===== src/rtl/updown_count_ctrl.sv =====
// Command sequencer for the 4-bit up/down counter: handshake accept, direction settle window,
// N single-cycle count enables, completion pulse, and a registered shadow count with wrap flag.
module updown_count_ctrl #(
    parameter int unsigned SETTLE = 1
) (
    input  logic       clk,
    input  logic       rst,
    input  logic       cmd_valid,
    output logic       cmd_ready,
    input  logic       cmd_dir,
    input  logic [3:0] cmd_steps,
    input  logic       abort,
    output logic       up_down,
    output logic       cnt_en,
    output logic [3:0] q,
    output logic       busy,
    output logic       done,
    output logic       wrap
);

    typedef enum logic [1:0] {StIdle, StSettle, StRun, StDone} state_t;

    localparam logic [3:0] SettleLoad = (SETTLE > 0) ? 4'(SETTLE - 1) : 4'd0;

    state_t     state;
    state_t     state_d;
    logic [3:0] settle_cnt;
    logic [3:0] remaining;

    always_comb begin
        state_d = state;
        case (state)
            StIdle: begin
                if (cmd_valid) begin
                    if (cmd_steps == 4'd0) begin
                        state_d = StDone;
                    end else if (SETTLE > 0) begin
                        state_d = StSettle;
                    end else begin
                        state_d = StRun;
                    end
                end
            end
            StSettle: begin
                if (abort) begin
                    state_d = StDone;
                end else if (settle_cnt == 4'd0) begin
                    state_d = StRun;
                end
            end
            StRun: begin
                // The count on this edge is applied regardless of abort.
                if (abort || remaining == 4'd1) begin
                    state_d = StDone;
                end
            end
            StDone:  state_d = StIdle;
            default: state_d = StIdle;
        endcase
    end

    // Outputs are registered from the next state so none depend combinationally on inputs.
    always_ff @(posedge clk or negedge rst) begin
        if (!rst) begin
            state      <= StIdle;
            settle_cnt <= 4'd0;
            remaining  <= 4'd0;
            q          <= 4'd0;
            up_down    <= 1'b1;
            wrap       <= 1'b0;
            cmd_ready  <= 1'b1;
            busy       <= 1'b0;
            cnt_en     <= 1'b0;
            done       <= 1'b0;
        end else begin
            state     <= state_d;
            cmd_ready <= (state_d == StIdle);
            busy      <= (state_d != StIdle);
            cnt_en    <= (state_d == StRun);
            done      <= (state_d == StDone);
            case (state)
                StIdle: begin
                    if (cmd_valid) begin
                        up_down    <= cmd_dir;
                        remaining  <= cmd_steps;
                        wrap       <= 1'b0;
                        settle_cnt <= SettleLoad;
                    end
                end
                StSettle: begin
                    settle_cnt <= settle_cnt - 4'd1;
                end
                StRun: begin
                    q         <= up_down ? q + 4'd1 : q - 4'd1;
                    remaining <= remaining - 4'd1;
                    if ((up_down && q == 4'd15) || (!up_down && q == 4'd0)) begin
                        wrap <= 1'b1;
                    end
                end
                default: ;
            endcase
        end
    end

endmodule


===== config.mk =====
export PLATFORM = sky130hd
export DESIGN_NAME = updown_count_ctrl
export DESIGN_NICKNAME = d
export VERILOG_FILES = /design/src/rtl/updown_count_ctrl.sv
export SDC_FILE = /design/constraint.sdc
export NUM_CORES = 1
export LEC_CHECK = 0
export CAP_MARGIN = 5
export CORE_MARGIN = 1.5
export CORE_UTILIZATION = 52
export DETAILED_ROUTE_END_ITERATION = 10
export MAX_ROUTING_LAYER = met4
export PLACE_DENSITY = 0.87
export SLEW_MARGIN = 20
export SYNTH_ARGS = -nofsm -noshare
export SYNTH_HDL_FRONTEND = slang
export SYNTH_SLANG_ARGS = --single-unit

===== constraint.sdc =====
create_clock -name clk -period 2.7 [get_ports clk]
set_input_delay 0.54 -clock clk [delete_from_list [all_inputs] [get_ports clk]]
set_output_delay 0.54 -clock clk [all_outputs]
set_load 0.1 [all_outputs]

* Word-level counts from Yosys, hierarchy flattened
Index checks and enable logic that the tools add are counted.
** Word-level totals
- Flip-flop bits (word level) :: 20
- Input bits :: 9
- Output and inout port bits :: 10
- Word-level logic and storage cells :: 54
** Cells by class
- Add/sub/neg operators :: 4
- Equality and inequality tests :: 9
- Muxes and demuxes :: 14
- Reduce and logical (&&, ||, !) cells :: 17
** Operators with widths (number)
- $pmux 4 s2 :: 2
- $logic_not 4->1 :: 3
- $mux 4 :: 3
- $sub 4x1->4 const B :: 3
- $mux 2 :: 5
- $eq 2x2->1 const B :: 4
- $pmux 2 s4 :: 1
- $reduce_and 2->1 :: 3
- $reduce_bool 2->1 :: 3
- $add 4x1->4 const B :: 1
- $eq 4x1->1 const B :: 1
- $eq 4x4->1 const B :: 1
- $logic_not 2->1 :: 2
- $ne 2x2->1 const B :: 2
- $reduce_and 3->1 :: 1
- $eq 2x1->1 const B :: 1
- $logic_and 1x1->1 :: 2
- $logic_or 1x1->1 :: 2
- $mux 1 :: 2
- $pmux 1 s2 :: 1
- $logic_not 1->1 :: 1

* Logic depth before layout (Yosys ltp)
Gate-level depths: netlist of the first run.
- Word-level depth :: 5
- Depth in mapped cells :: 6
- Gate-level depth less buffers :: 5

* Worst setup path before layout of the first run
OpenSTA, ideal clock, no wires.
- Path kind :: register to register
- Start :: register up_down
- End :: register q[3]
- Library setup time :: 0.131 ns
- Arrival time :: 2.232 ns
- Data required time :: 2.569 ns
- Setup slack :: 0.337 ns
- Stages on the path, launching flop included :: 7
- Path buffers :: 1
- Clock period less this slack :: 2.363 ns
- Cells stage by stage :: dfstp_2 -> buf_6 -> inv_1 -> ha_1 -> or4b_1 -> o221ai_1 -> o211ai_1
** On the way
- Word-level cells in the longest chain between the ends :: 1
** RTL lines
- start, declared :: line 13 : output logic up_down,
- start signal, assigned :: line 84 : up_down <= cmd_dir;
- $mux 4 :: line 94 : q <= up_down ? q + 4'd1 : q - 4'd1;
- end signal, assigned :: line 94
- end, declared :: line 15 : output logic [3:0] q,
No other way between the ends.
A chain may end at the register's enable or synchronous reset.

* Worst setup path after layout of the first run
Ends and elaborated chain as after synthesis.

==> results of run 1 <==
per-stage QoR:
step,cells,cell area (um^2)
2_1_floorplan,129,1210
3_3_place_gp,169,1370
3_5_place_dp,169,1370
4_1_cts,173,1410
5_1_grt,173,1410
6_report,173,1410
final timing paths:
kind	endpoint	slack, ns	from
worst max-delay path	q[3]$_DFFE_PN0N_	0.62	up_down$_DFFE_PN1P_
worst min-delay path	settle_cnt[0]$_DFFE_PN0P_	0.54	settle_cnt[0]$_DFFE_PN0P_
worst max register to register	q[3]$_DFFE_PN0N_	0.62	up_down$_DFFE_PN1P_
worst min register to register	settle_cnt[0]$_DFFE_PN0P_	0.54	settle_cnt[0]$_DFFE_PN0P_
max in group asynchronous	cmd_ready$_DFF_PN1_	1.87	rst
min in group asynchronous	state[1]$_DFF_PN0_	0.56	rst
final cells by class:
type                            count  area, um^2
Fill cell                         190         802
Tap cell                           28        35.0
Clock buffer                        4        36.3
Timing Repair Buffer               19         163
Sequential cell                    20         503
Multi-Input combinational cell     93         639
Inverter                            9        33.8
logic make-up (layout without fill, tap and decap cells):
family | count (synthesis) | count (layout) | synth area share [%]
compound gates | 36 | 36 | 19.4
xor+xnor | 2 | 2 | 1.44
fa+ha+maj | 7 | 7 | 7.83
buf+inv | 16 | 32 | 5.97
flops | 20 | 20 | 41.4
mux | 6 | 6 | 5.05
simple gates | 42 | 42 | 18.9
cell usage in the layout, fill, tap and decap left out, types with 2 or more instances in the layout:
master                            instances
sky130_fd_sc_hd__a21oi_1                  7
sky130_fd_sc_hd__buf_4                   11
sky130_fd_sc_hd__clkbuf_4                 3
sky130_fd_sc_hd__clkdlybuf4s50_1          8
sky130_fd_sc_hd__dfrtp_1                 18
sky130_fd_sc_hd__dfstp_2                  2
sky130_fd_sc_hd__ha_1                     6
sky130_fd_sc_hd__inv_1                    9
sky130_fd_sc_hd__mux2i_1                  5
sky130_fd_sc_hd__nand2_1                 12
sky130_fd_sc_hd__nand2b_1                 3
sky130_fd_sc_hd__nor2_1                   8
sky130_fd_sc_hd__nor2b_1                  4
sky130_fd_sc_hd__nor3_1                   3
sky130_fd_sc_hd__nor3b_1                  2
sky130_fd_sc_hd__nor4_1                   2
sky130_fd_sc_hd__o21a_1                   2
sky130_fd_sc_hd__o21ai_0                 12
sky130_fd_sc_hd__o21bai_1                 2
sky130_fd_sc_hd__o22a_1                   2
sky130_fd_sc_hd__o32ai_1                  2
sky130_fd_sc_hd__or4b_1                   2
sky130_fd_sc_hd__xnor2_1                  2
routing by layer:
layer / up-vias / global-route usage [%] / share of wire (%)
met5: - / - / 0
met4: 0 / 7.46 / 1.3
met3: 4 / 1.75 / 2.9
met2: 22 / 35.7 / 50
met1: 488 / 29.3 / 46
li1: 496 / - / -
sequential cells by signal, indices dropped and copies added, names as in the netlist:
name and count:
done 1, q 4, up_down 1, settle_cnt 4, cnt_en 1, remaining 4
state 2, wrap 1, busy 1, cmd_ready 1
==> results.md, run 1 <==
- **HPWL reported at the end of detailed placement** 1780 um
- **postcts setup bufs** 0
- **most used flip-flop cell after synthesis** sky130_fd_sc_hd__dfrtp_1
- **number of buffers created by CTS** 3
- **crit path capture type** register
- **share of the cycle needed by the critical path after routing** 76.9%
- **clock latency at the later pin of the worst-skew pair** 0.30 ns
- **setup_tns** 0 ns
- **most frequent cell after synthesis** sky130_fd_sc_hd__dfrtp_1
- **Avg Cell Area, Syn** 9.42 um^2
- **CTS Hold Buffers Added** 0
- **Worst path slowest cell** sky130_fd_sc_hd__dfstp_2
- **Hold/Removal Path Class** register to register
- **cts repair resizes** 0
- **via count of the first global-routing pass** 949
- **Detail Route Antenna Nets** 0
- **actual slew at the worst max-slew pin** 0.682 ns
- **post-detailed-route DRC marker count** 0
- **cell chosen for the clock root** sky130_fd_sc_hd__clkbuf_4
- **Synth top cells by count** 18 x sky130_fd_sc_hd__dfrtp_1, 12 x sky130_fd_sc_hd__nand2_1, 12 x sky130_fd_sc_hd__o21ai_0
- **final routed wirelength across all metal layers** 2440 um
- **fraction of final layout cells with drive strength greater than 1** 13.1%
- **crit path buf inv count** 1
- **largest net degree at the start of global routing** 25
- **post-synthesis cell count** 129
- **Syn. warnings** 0
- **Placement Rows** 17
- **sequential fraction of the synthesis area** 41.4%
- **crit path max fanout** 10
- **core region area** 2210 um^2
- **Fmax achieved** 0.482 GHz
- **Post-synth EDFFs** 0
- **Hold Path Stages** 1
- **post-placement worst setup slack** 0.644 ns
- **Via density** 5.84
- **Yosys top cell by area** sky130_fd_sc_hd__dfrtp_1
- **Crit. path cell count** 5
- **first-pass GRT wire length** 4240 um
- **Port Buffers** 18
- **CTS tree** yes
- **die height** 51.3 um
- **num ports** 19
- **clock slew at the register clock pins of the worst setup and hold paths** 0.12 ns
- **CP Data Required Time** 2.90 ns
- **antenna diode instance count** 0
- **final worst-path setup slack** 0.625 ns
- **clk sinks** 20
- **cells along the critical path** inv_1 -> ha_1 -> or4b_1 -> o221ai_1 -> o211ai_1
- **startpoint type of the worst setup path** register
- **Clock Skews** 0.00475 ns
- **Slew headroom** 54.5%
- **post-synth design cell area** 1210 um^2
- **Vias** 1010
- **Final Slew Violations** 0
- **GRT Total Usage** 22.0%
- **Setup Viol. Count Final** 0
- **largest stage delay on the critical path** 0.63 ns
- **leading post-synthesis cells by cell area** sky130_fd_sc_hd__dfrtp_1 37%, sky130_fd_sc_hd__ha_1 6.2%, sky130_fd_sc_hd__o21ai_0 4.9%, sky130_fd_sc_hd__dfstp_2 4.3%, sky130_fd_sc_hd__mux2i_1 4.1%
- **number of detailed-routing iterations run before antenna repair** 4
- **Reg2Reg Depth** 5
- **Yosys reg bits** 20
- **unrepaired setup endpoints after global routing** no
- **final hold violation count** 0
- **MaxCap Viol Count** 0
- **Top Family by Delay on Critical Path** flip-flops
- **number of antenna violations at the first check in global routing** 0
- **Starting Density** 54.9%
- **Remaining Overflow, GRT** 0
- **wire length per cell after detailed routing** 14.1 um
- **number of buffers on the longest clock path** 2
- **Die Footprint** 2640 um^2
- **final hold slack** 0.539 ns
- **Crit Path Category** register to register
- **time the final worst path needs with I/O delays and setup** 2.08 ns
- **horizontal die dimension** 51.3 um
- **deepest level of the CTS H-tree** 1
- **fin util** 63.7%
- **total nets after synthesis** 145
- **share of the synthesized area in the top cell type** 37.1%
- **DRC violation total after the first TritonRoute iteration** 12
- **number of unique standard cell types used by synthesis** 40
- **proportion of register bits with asynchronous set or reset after synthesis** 100%
- **WP data arrival** 2.27 ns
- **run status** completed
- **GPL Wtd Cong** 0.846
- **final net count** 162
- **Layout Area Growth over Synthesis** 16.1%
Power of run 1 is not shown: default switching activity piles up to over one toggle a cycle in this logic, so the estimate is an artifact.
==> run 2: changes to the inputs <==
--- a/config.mk
+++ b/config.mk
@@ -7,10 +7,10 @@
 export LEC_CHECK = 0
 export CAP_MARGIN = 5
 export CORE_MARGIN = 1.5
-export CORE_UTILIZATION = 52
+export CORE_UTILIZATION = 47
 export DETAILED_ROUTE_END_ITERATION = 10
 export MAX_ROUTING_LAYER = met4
-export PLACE_DENSITY = 0.87
+export PLACE_DENSITY = 0.83
 export SLEW_MARGIN = 20
 export SYNTH_ARGS = -nofsm -noshare
 export SYNTH_HDL_FRONTEND = slang
==> constraint.sdc (replaced) <==
create_clock -name clk -period 1.8 [get_ports clk]
set_input_delay 0.36 -clock clk [delete_from_list [all_inputs] [get_ports clk]]
set_output_delay 0.36 -clock clk [all_outputs]
set_load 0.1 [all_outputs]
==> run 2 against run 1 <==
Clock-buffer cell count unchanged. Via count up 5.3%. Critical path type unchanged. Global-route usage up 0.92 points. Design area grew 16%. Worst hold slack worse by 0.14 ns. Final cell count rose by 5.2%. Sequential share of layout area down 4.7 points. Largest cell class unchanged. Maximum frequency is 16% higher.
==> results.md, run 2 (synthesized netlist as in run 1, its figures left out) <==
- **crit path max fanout** 2
- **HPWL reported at the end of detailed placement** 2090 um
- **largest net degree at the start of global routing** 21
- **largest stage delay on the critical path** 0.65 ns
- **Final Slew Violations** 0
- **Clock Skews** 0.00839 ns
- **commonest non-fill, non-tap cell in the layout** sky130_fd_sc_hd__dfrtp_1
- **die height** 53.8 um
- **number of antenna violations at the first check in global routing** 0
- **Via density** 5.85
- **Slew headroom** 69.9%
- **unrepaired setup endpoints after global routing** yes
- **leading cell types in the layout, fill and taps excluded** 17 x sky130_fd_sc_hd__dfrtp_1, 12 x sky130_fd_sc_hd__o21ai_0, 12 x sky130_fd_sc_hd__nand2_1, 10 x sky130_fd_sc_hd__buf_12
- **first-pass GRT wire length** 4620 um
- **final routed wirelength across all metal layers** 2760 um
- **startpoint type of the worst setup path** register
- **clk sinks** 20
- **Fmax achieved** 0.561 GHz
- **Top Family by Delay on Critical Path** flip-flops
- **post-detailed-route DRC marker count** 0
- **Fill cells** 193
- **cell area after layout** 1640 um^2
- **wire length per cell after detailed routing** 15.2 um
- **Starting Density** 49.5%
- **Worst path slowest cell** sky130_fd_sc_hd__dfstp_4
- **Storage cell area** 508 um^2
- **crit path buf inv count** 1
- **deepest level of the CTS H-tree** 1
- **antenna diode instance count** 0
- **time the final worst path needs with I/O delays and setup** 1.78 ns
- **CTS tree** yes
- **final hold violation count** 0
- **clock slew at the register clock pins of the worst setup and hold paths** 0.12 ns
- **Die Footprint** 2900 um^2
- **Layout Area Growth over Synthesis** 34.8%
- **cell chosen for the clock root** sky130_fd_sc_hd__clkbuf_4
- **Placement Rows** 18
- **clock latency at the later pin of the worst-skew pair** 0.30 ns
- **Port Buffers** 18
- **final net count** 169
- **GPL Wtd Cong** 0.860
- **cells along the critical path** inv_4 -> ha_4 -> or4b_4 -> o221ai_2 -> o211ai_1
- **MaxCap Viol Count** 0
- **Remaining Overflow, GRT** 0
- **GRT Total Usage** 22.9%
- **area of the multi-input gates** 679 um^2
- **core region area** 2450 um^2
- **post-detailed-placement cell area** 1570 um^2
- **WP data arrival** 1.96 ns
- **run status** completed
- **via count of the first global-routing pass** 1038
- **number of buffers created by CTS** 3
- **crit path capture type** register
- **fraction of final layout cells with drive strength greater than 1** 21.7%
- **final hold slack** 0.395 ns
- **Crit Path Category** register to register
- **num ports** 19
- **registers with the most flip-flops** q: 4 flops, remaining: 4 flops, settle_cnt: 4 flops
- **DRC violation total after the first TritonRoute iteration** 13
- **number of buffers on the longest clock path** 2
- **Setup Viol. Count Final** 0
- **share of the cycle needed by the critical path after routing** 99.0%
- **postcts setup bufs** 0
- **Hold/Removal Path Class** primary input to asynchronous set/reset pin
- **Vias** 1064
- **actual slew at the worst max-slew pin** 0.450 ns
- **Detail Route Antenna Nets** 0
- **number of detailed-routing iterations run before antenna repair** 4
- **horizontal die dimension** 53.8 um
- **CP Data Required Time** 1.98 ns
[run 2: path summary, 6_finish.rpt]
path	from	to	slack, ns	cells after the start
max	up_down$_DFFE_PN1P_	q[3]$_DFFE_PN0N_	0.02	5
min	rst	state[0]$_DFF_PN0_	0.39	2
max reg2reg	up_down$_DFFE_PN1P_	q[3]$_DFFE_PN0N_	0.02	5
min reg2reg	settle_cnt[1]$_DFFE_PN0P_	settle_cnt[1]$_DFFE_PN0P_	0.55	2
max in group asynchronous	rst	cmd_ready$_DFF_PN1_	1.14	2
min in group clk	settle_cnt[1]$_DFFE_PN0P_	settle_cnt[1]$_DFFE_PN0P_	0.55	2
[run 2: metal layers]
metal	vias up	GRT usage, %	wire (um)
li1	511	-	-
met1	520	25.8	1100
met2	27	40.9	1510
met3	6	2.78	85
met4	0	8.97	56
met5	-	-	0
[run 2: layout make-up]
class | instances | share of cell area, %
clock buffers | 4 | 2.22
inverters | 9 | 2.22
well taps | 30 | 2.29
repair buffers | 26 | 20.8
flip-flops and latches | 20 | 31.0
multi-input cells | 93 | 41.5
[run 2: repair_timing]
action                     in CTS  in global routing
pin swaps                       4                  2
hold buffers                    0                  0
resized for setup               4                  2
setup endpoints to repair       1                  1
[run 2: metrics by stage]
step	utilization, %	cells	setup slack (ns)	setup TNS [ns]
after floorplan	-	129	-0.384	-0.402
after global placement	64.0	178	0.0164	0
after detailed placement	64.0	178	-0.0849	-0.0849
after CTS	66.0	182	-0.0203	-0.0203
after global routing	66.7	182	-0.0345	-0.0345
final	66.7	182	0.0181	0
Power of run 2 is left out for the same reason.
==> run 3: changes to the inputs <==
--- a/config.mk
+++ b/config.mk
@@ -7,10 +7,10 @@
 export LEC_CHECK = 0
 export CAP_MARGIN = 5
 export CORE_MARGIN = 1.5
-export CORE_UTILIZATION = 47
+export CORE_UTILIZATION = 40
 export DETAILED_ROUTE_END_ITERATION = 10
 export MAX_ROUTING_LAYER = met4
-export PLACE_DENSITY = 0.83
+export PLACE_DENSITY = 0.74
 export SLEW_MARGIN = 20
 export SYNTH_ARGS = -nofsm -noshare
 export SYNTH_HDL_FRONTEND = slang
==> run 3 against run 2 <==
Routed wire length is 2.0% higher. Maximum frequency is 0.70% lower. Via count is 1.5% lower. Clock skew is 0.0040 ns lower. Setup slack worse by 0.013 ns. First-iteration DRC count grew to 2.8 times the previous value. Clock-buffer cell count stayed put. Global-route usage is 5.0 points lower. Flip-flop and latch count stayed put. Non-clock buffer count stayed put. Largest cell class unchanged.
==> results.md, run 3 (synthesized netlist as in run 1, its figures left out) <==
- **largest net degree at the start of global routing** 21
- **CTS tree** yes
- **registers with the most flip-flops** q: 4 flops, remaining: 4 flops, settle_cnt: 4 flops
- **CP Data Required Time** 1.98 ns
- **Setup Viol. Count Final** 0
- **antenna diode instance count** 0
- **Remaining Overflow, GRT** 0
- **post-layout instance count excluding filler cells** 183
- **MaxCap Viol Count** 0
- **Placement Rows** 19
- **Worst path slowest cell** sky130_fd_sc_hd__dfstp_4
- **final net count** 169
- **Top Family by Delay on Critical Path** flip-flops
- **Clock Skews** 0.00443 ns
- **Critical R2R Capture** q[3]$_DFFE_PN0N_
- **fraction of final layout cells with drive strength greater than 1** 21.7%
- **startpoint type of the worst setup path** register
- **Cell Count Post-Placement** 179
- **horizontal die dimension** 58.1 um
- **HPWL reported at the end of detailed placement** 2060 um
- **number of detailed-routing iterations run before antenna repair** 4
- **number of buffers created by CTS** 3
- **wire length per cell after detailed routing** 15.4 um
- **clk sinks** 20
- **cell chosen for the clock root** sky130_fd_sc_hd__clkbuf_4
- **crit path capture type** register
- **Crit Path Category** register to register
- **commonest non-fill, non-tap cell in the layout** sky130_fd_sc_hd__dfrtp_1
- **share of the cycle needed by the critical path after routing** 99.7%
- **final hold slack** 0.388 ns
- **Detail Route Antenna Nets** 0
- **deepest level of the CTS H-tree** 1
- **die height** 58.1 um
- **clock latency at the later pin of the worst-skew pair** 0.30 ns
- **crit path max fanout** 2
- **Die Footprint** 3380 um^2
- **time the final worst path needs with I/O delays and setup** 1.79 ns
- **GRT Total Usage** 17.9%
- **Fmax achieved** 0.557 GHz
- **cells along the critical path** inv_4 -> ha_4 -> or4b_4 -> o221ai_2 -> o211ai_1
- **final hold violation count** 0
- **Fill cells** 230
- **post-detailed-route DRC marker count** 0
- **leading cell types in the layout, fill and taps excluded** 17 x sky130_fd_sc_hd__dfrtp_1, 12 x sky130_fd_sc_hd__o21ai_0, 12 x sky130_fd_sc_hd__nand2_1, 10 x sky130_fd_sc_hd__buf_12
- **Slew headroom** 70.5%
- **run status** completed
- **largest stage delay on the critical path** 0.65 ns
- **Reg2Reg Depth** 5
- **final routed wirelength across all metal layers** 2810 um
- **Starting Density** 42.9%
- **unrepaired setup endpoints after global routing** yes
- **Layout Area Growth over Synthesis** 35.2%
- **via count of the first global-routing pass** 1102
- **core region area** 2830 um^2
- **Via density** 5.73
- **first-pass GRT wire length** 4580 um
- **crit path buf inv count** 1
- **Final Slew Violations** 0
- **Vias** 1048
- **WP data arrival** 1.98 ns
- **num ports** 19
- **startpoint of the lowest-slack register-to-register path** up_down$_DFFE_PN1P_
- **DRC violation total after the first TritonRoute iteration** 37
- **Hold/Removal Path Class** primary input to asynchronous set/reset pin
- **register-to-register setup slack** 0.005 ns
- **clock slew at the register clock pins of the worst setup and hold paths** 0.12 ns
- **Port Buffers** 18
- **number of antenna violations at the first check in global routing** 0
- **GPL Wtd Cong** 0.844
- **number of buffers on the longest clock path** 2
- **actual slew at the worst max-slew pin** 0.442 ns
[run 3: cell type report]
class                           count  area, um^2  share of cell area (%)
Multi-Input combinational cell     93         679                    41.4
Sequential cell                    20         508                    30.9
Timing Repair Buffer               26         344                    20.9
Tap cell                           31        38.8                    2.36
Clock buffer                        4        36.3                    2.21
Inverter                            9        36.3                    2.21
[run 3: what timing repair did]
item / CTS / global route
hold buffers: 0 / 0
setup endpoints to repair: 1 / 1
pin swaps: 4 / 3
resized for setup: 2 / 5
cloned: 0 / 0
setup buffers: 0 / 0
[run 3: worst max path at each step]
stage                                   start               end  depth (start not counted)
after floorplan           up_down$_DFFE_PN1P_  q[3]$_DFFE_PN0N_                          6
after global placement    up_down$_DFFE_PN1P_  q[3]$_DFFE_PN0N_                          5
after detailed placement  up_down$_DFFE_PN1P_  q[3]$_DFFE_PN0N_                          5
after CTS                 up_down$_DFFE_PN1P_  q[3]$_DFFE_PN0N_                          5
after global routing      up_down$_DFFE_PN1P_  q[3]$_DFFE_PN0N_                          5
final                     up_down$_DFFE_PN1P_  q[3]$_DFFE_PN0N_                          5
[run 3: routing by layer]
metal  GRT usage, %  routed length [um]  up-vias
met1           18.7                1190      510
met5              -                   0        -
met4           8.64                  57        0
met2           32.6                1500       23
li1               -                   -      509
met3           2.46                  60        6
[run 3: stage by stage]
step                      worst slack (ns)  area [um^2]  util, %  TNS [ns]
final                              0.00549         1640     58.1         0
after global routing               -0.0269         1640     58.1   -0.0269
after CTS                         0.000390         1610     57.0         0
after detailed placement           -0.0345         1570     55.6   -0.0345
after global placement              0.0155         1570     55.6         0
after floorplan                     -0.384         1230        -    -0.402
Power of run 3 is left out for the same reason.
==> patch 1 (settings of run 2) <==
Encoding of `state_t`: now one-hot (4 bits for 4 states).
--- a/src/rtl/updown_count_ctrl.sv
+++ b/src/rtl/updown_count_ctrl.sv
@@ -18,7 +18,7 @@
     output logic       wrap
 );
 
-    typedef enum logic [1:0] {StIdle, StSettle, StRun, StDone} state_t;
+    typedef enum logic [3:0] {StIdle = 4'b0001, StSettle = 4'b0010, StRun = 4'b0100, StDone = 4'b1000} state_t;
 
     localparam logic [3:0] SettleLoad = (SETTLE > 0) ? 4'(SETTLE - 1) : 4'd0;
 
Formal check against the unedited RTL: same outputs for any inputs over 10 cycles, from zero or initial values and one cycle with rst low; not proved beyond that.
==> patch 1 against run 2 <==
  * Wire length shrank 8.3%
  * Synthesized area grew 1.9%
  * Setup slack gained 0.070 ns
  * Die area grew 1.8%
  * Sequential share of layout area grew 3.3 points
  * Design area shrank 0.15%
  * Final cell count shrank 4.9%
  * Sequential cell count grew 2
  * Critical path type unchanged
==> patch 1: results (changes against run 2) <==
Clock tree
  • Cts repair resizes: 0 (was 4)
  • CTS Buffer Depth: 2 (unchanged)
  • H-tree depth: 1 (unchanged)
  • Clock Pin Slew Worst Setup and Hold Paths: 0.12 ns (about the same)

Setup path
  • Reg2Reg Capture Point: settle_cnt[2] (was q[3])
  • Worst path top cell family by delay: simple AND/OR/NAND/NOR gates (was flip-flops)
  • Flop2flop setup slack: 0.09 ns (was 0.02 ns)
  • Worst Path Max Fanout: 15 (was 2)
  • Crit path from: state[3] (was up_down)
  • Crit path largest cell delay: 0.77 ns (was 0.65 ns)
  • WP data arrival: 1.94 ns (was 1.96 ns)
  • Critical Path Sink Type: flop (unchanged)

Logic synthesis
  • Synth unique cells: 41 (was 40)
  • Largest cells by area after synthesis: dfrtp_1, dfstp_2, ha_1 (was dfrtp_1, ha_1, o21ai_0)
  • Top cells by count, synth: dfrtp_1, nand2_1, inv_1 (was dfrtp_1, nand2_1, o21ai_0)
  • Sequential cell area fraction in the yosys report: 44.8% (was 41.4%)
  • Post-Syn Nets: 132 (was 145)

Drt
  • Routed wire length: 2530 um (was 2760 um)
  • Iteration-0 DRC Markers: 16 (was 13)
  • Via count: 988 (was 1,064)

Status
  • Status: finished, final reports clean (unchanged)

Cells and area
  • Layout cell share with drive strength beyond 1: 29.4% (was 21.7%)

STA
  • Slew headroom: 68.9% (was 69.9%)
  • Worst Clk Skew: 0.00560 ns (was 0.00839 ns)

Place
  • Final RePlAce weighted congestion: 0.766 (was 0.860)
  • Post-place instance area: 1610 um^2 (was 1570 um^2)
  • DP Wirelength: 1990 um (was 2090 um)

Global route
  • First-pass GRT wire length: 4310 um (was 4620 um)
  • Largest net degree at the start of global routing: 23 (was 21)
  • Number of global-route vias before repair: 968 (was 1,038)
  • GRT Total Usage: 21.0% (was 22.9%)
[patch 1: layer usage]
metal  global-route usage, %  wire length (um)  vias to the layer above
met5                       -                 0                        -
met4                    7.92                51                        0
met3                    3.83                89                        8
met2                    35.7              1270                       28
met1                    24.6              1120                      478
li1                        -                 -                      474
[patch 1: layout make-up]
class / instances / area [um^2]
clock buffers: 4 / 26.3
fillers: 206 / 842
inverters: 9 / 36.3
multi-input cells: 79 / 612
flip-flops and latches: 22 / 561
well taps: 30 / 37.5
repair buffers: 29 / 363
[patch 1: worst reg2reg max path: stages (launching register included)]
cell and delay (ns):
dfrtp_1 0.45, or4b_1 0.77, nor2_1 0.19, a21oi_1 0.06, o22ai_1 0.17
[patch 1: cell families after synthesis]
family	after synthesis	synth area share, %
AOI/OAI and AO/OA	27	18.2
xor gates and xnor gates	4	2.83
adders and majority gates	7	7.68
buffers and inverters	15	7.08
DFF	22	44.8
muxes	1	0.809
and+or+nand+nor	40	18.6
[patch 1: power by group through the flow]
stage | Clock [mW] | Combinational [mW] | Sequential [mW]
floorplan | 0 | 0.690 | 1.32
CTS | 0.236 | 1.61 | 0.925
global route | 0.255 | 1.71 | 0.956
detailed placement | 0 | 1.60 | 0.934
global placement | 0 | 1.53 | 0.924
finish | 0.229 | 1.60 | 0.932
[patch 1: per-stage QoR]
stage	setup slack, ns	hold WS, ns	setup TNS (ns)	utilization (%)	cells
after global placement	-0.0149	0.462	-0.0297	64.9	169
after global routing	0.0142	0.400	0	66.0	173
after detailed placement	-0.0426	0.477	-0.135	64.9	169
after floorplan	-0.0362	0.0644	-0.0362	-	116
final	0.0880	0.384	0	66.0	173
after CTS	0.0875	0.391	0	66.0	173
==> patch 2 (flow settings as in run 2) <==
Made on the original files. Make the reset (`rst`) synchronous in one clocked block.
--- a/src/rtl/updown_count_ctrl.sv
+++ b/src/rtl/updown_count_ctrl.sv
@@ -60,7 +60,7 @@
     end
 
     // Outputs are registered from the next state so none depend combinationally on inputs.
-    always_ff @(posedge clk or negedge rst) begin
+    always_ff @(posedge clk) begin
         if (!rst) begin
             state      <= StIdle;
             settle_cnt <= 4'd0;
Behaviour: differs if rst is asserted again (counterexample within 4 cycles, from zero or initial values and one cycle with rst low); with rst held inactive, the same outputs for 10 cycles.
==> patch 2 against run 2 <==
  * Hold slack gained 0.14 ns
  * Design area shrank 13%
  * Maximum frequency grew 7.5%
  * Wire length shrank 19%
  * First-iteration DRC count grew 46%
  * Sequential cell count is the same
  * Via count shrank 17%
  * Synthesized area shrank 12%
  * Setup slack gained 0.12 ns
  * Sequential share of layout area shrank 2.3 points
  * Synthesized cell count shrank 13%
  * Core utilization shrank 1.8 points
  * Clock skew shrank 0.0016 ns
  * Critical path type unchanged
  * Critical endpoint is now q[3]
==> patch 2: results (changes against run 2) <==
STA
  • Slew headroom: 70.8% (was 69.9%)
  • Hold slack: 0.534 ns (was 0.395 ns)
  • Final worst slack: 0.143 ns (was 0.0181 ns)
  • Worst Clk Skew: 0.00677 ns (was 0.00839 ns)

Cells and area
  • Finished Cell Area: 1420 um^2 (was 1640 um^2)
  • Layout fillers: 156 (was 193)
  • Layout cell share with drive strength beyond 1: 24.1% (was 21.7%)
  • Regs by FF count: q x4, remaining x4, settle_cnt x4 (unchanged)
  • Final Instance Count excl. Fillers: 161 (was 182)
  • NumNets Final: 150 (was 169)

Drt
  • Iteration-0 DRC Markers: 19 (was 13)
  • Routed wire length: 2230 um (was 2760 um)
  • Wl on met1: 973 um (was 1100 um)
  • Met2 wire len: 1150 um (was 1510 um)
  • Met3 routed WL: 97 um (was 85 um)
  • Via count: 879 (was 1,064)
  • Number of iterations in the first detailed-routing pass: 4 (unchanged)

Power and ir drop
  • Pleak: between 0.5 and 0.6 nW
  • VDD IR max: 0.000742 V

Global route
  • First-pass GRT wire length: 3800 um (was 4620 um)
  • Largest net degree at the start of global routing: 12 (was 21)
  • Number of global-route vias before repair: 861 (was 1,038)
  • GRT Total Usage: 20.2% (was 22.9%)

Setup path
  • Crit path largest cell delay: 0.40 ns (was 0.65 ns)
  • Worst path top cell family by delay: multiplexers (was flip-flops)
  • Reg2Reg Capture Point: q[3] (unchanged)
  • Slowest stage cell on the critical path: dfxtp_4 (was dfstp_4)
  • Worst Path Max Fanout: 5 (was 2)
  • Reg2reg path depth: 6 (was 5)
  • Crit path from: up_down (unchanged)
  • WP data arrival: 1.90 ns (was 1.96 ns)

Logic synthesis
  • Post-synthesis cell count: 112 (was 129)
  • Sequential cell area fraction in the yosys report: 37.3% (was 41.4%)
  • Fraction of registers with async set/reset: 0% (was 100%)
  • Largest cells by area after synthesis: dfxtp_1, ha_1, nor2_1 (was dfrtp_1, ha_1, o21ai_0)
  • Post-Syn Nets: 128 (was 145)
  • Syn. warnings: 0 (unchanged)
  • Top cells by count, synth: dfxtp_1, nor2_1, a21oi_1, inv_1, nand2_1 (was dfrtp_1, nand2_1, o21ai_0)

Place
  • I/O Buffers: 18 (unchanged)
  • Cells after DPL: 157 (was 178)
  • Final RePlAce weighted congestion: 0.827 (was 0.860)
  • DP Wirelength: 1770 um (was 2090 um)
  • Dpl ws: -0.0953 ns (was -0.0849 ns)

Hold path
  • Hold Path End: settle_cnt[1]
  • HP Class: flop to flop (was input pin to asynchronous set/reset pin)

Clock tree
  • TritonCTS Buffers: 3 (unchanged)
  • Root Driver: clkbuf_4 (unchanged)

Status
  • Status: finished, final reports clean (unchanged)
==> patch 2: layout make-up <==
cell class                      instances  area share [%]
Clock buffer                            4            2.55
Inverter                                7            1.85
Multi-Input combinational cell         80            42.7
Sequential cell                        20            28.7
Tap cell                               28            2.46
Timing Repair Buffer                   22            21.8
==> patch 2: logic make-up (layout without fill, tap and decap cells) <==
| group | after synthesis | count (layout) | synth area share [%] |
|---|---|---|---|
| buffers and inverters | 12 | 33 | 6.42 |
| muxes | 5 | 5 | 4.90 |
| xor gates and xnor gates | 2 | 2 | 1.63 |
| AOI/OAI and AO/OA | 26 | 26 | 19.3 |
| adders and majority gates | 7 | 7 | 8.87 |
| DFF | 20 | 20 | 37.3 |
| and+or+nand+nor | 40 | 40 | 21.6 |
==> patch 2: what timing repair did <==
| action | CTS | global route |
|---|---|---|
| hold endpoints to repair | 0 | 0 |
| gates resized for setup | 0 | 1 |
| setup endpoints to repair | 0 | 1 |
| hold buffers | 0 | 0 |
==> patch 2: routing by layer <==
layer / vias to the layer above / global-route usage [%]
li1: 442 / -
met2: 17 / 34.2
met5: - / -
met3: 2 / 5.36
met4: 0 / 4.05
met1: 418 / 24.1
==> patch 2: worst register-to-register path: stages (launching register included) <==
cell and delay [ns]:
dfxtp_4 0.40, inv_1 0.11, ha_1 0.31, a21o_1 0.19, a21oi_2 0.15, mux2i_1 0.24
mux2i_1 0.20
==> patch 2: power breakdown <==
part           switching [mW]  internal (mW)
Clock                   0.137          0.123
Combinational           0.477          0.335
Sequential              0.109          0.525
Total                   0.723          0.984
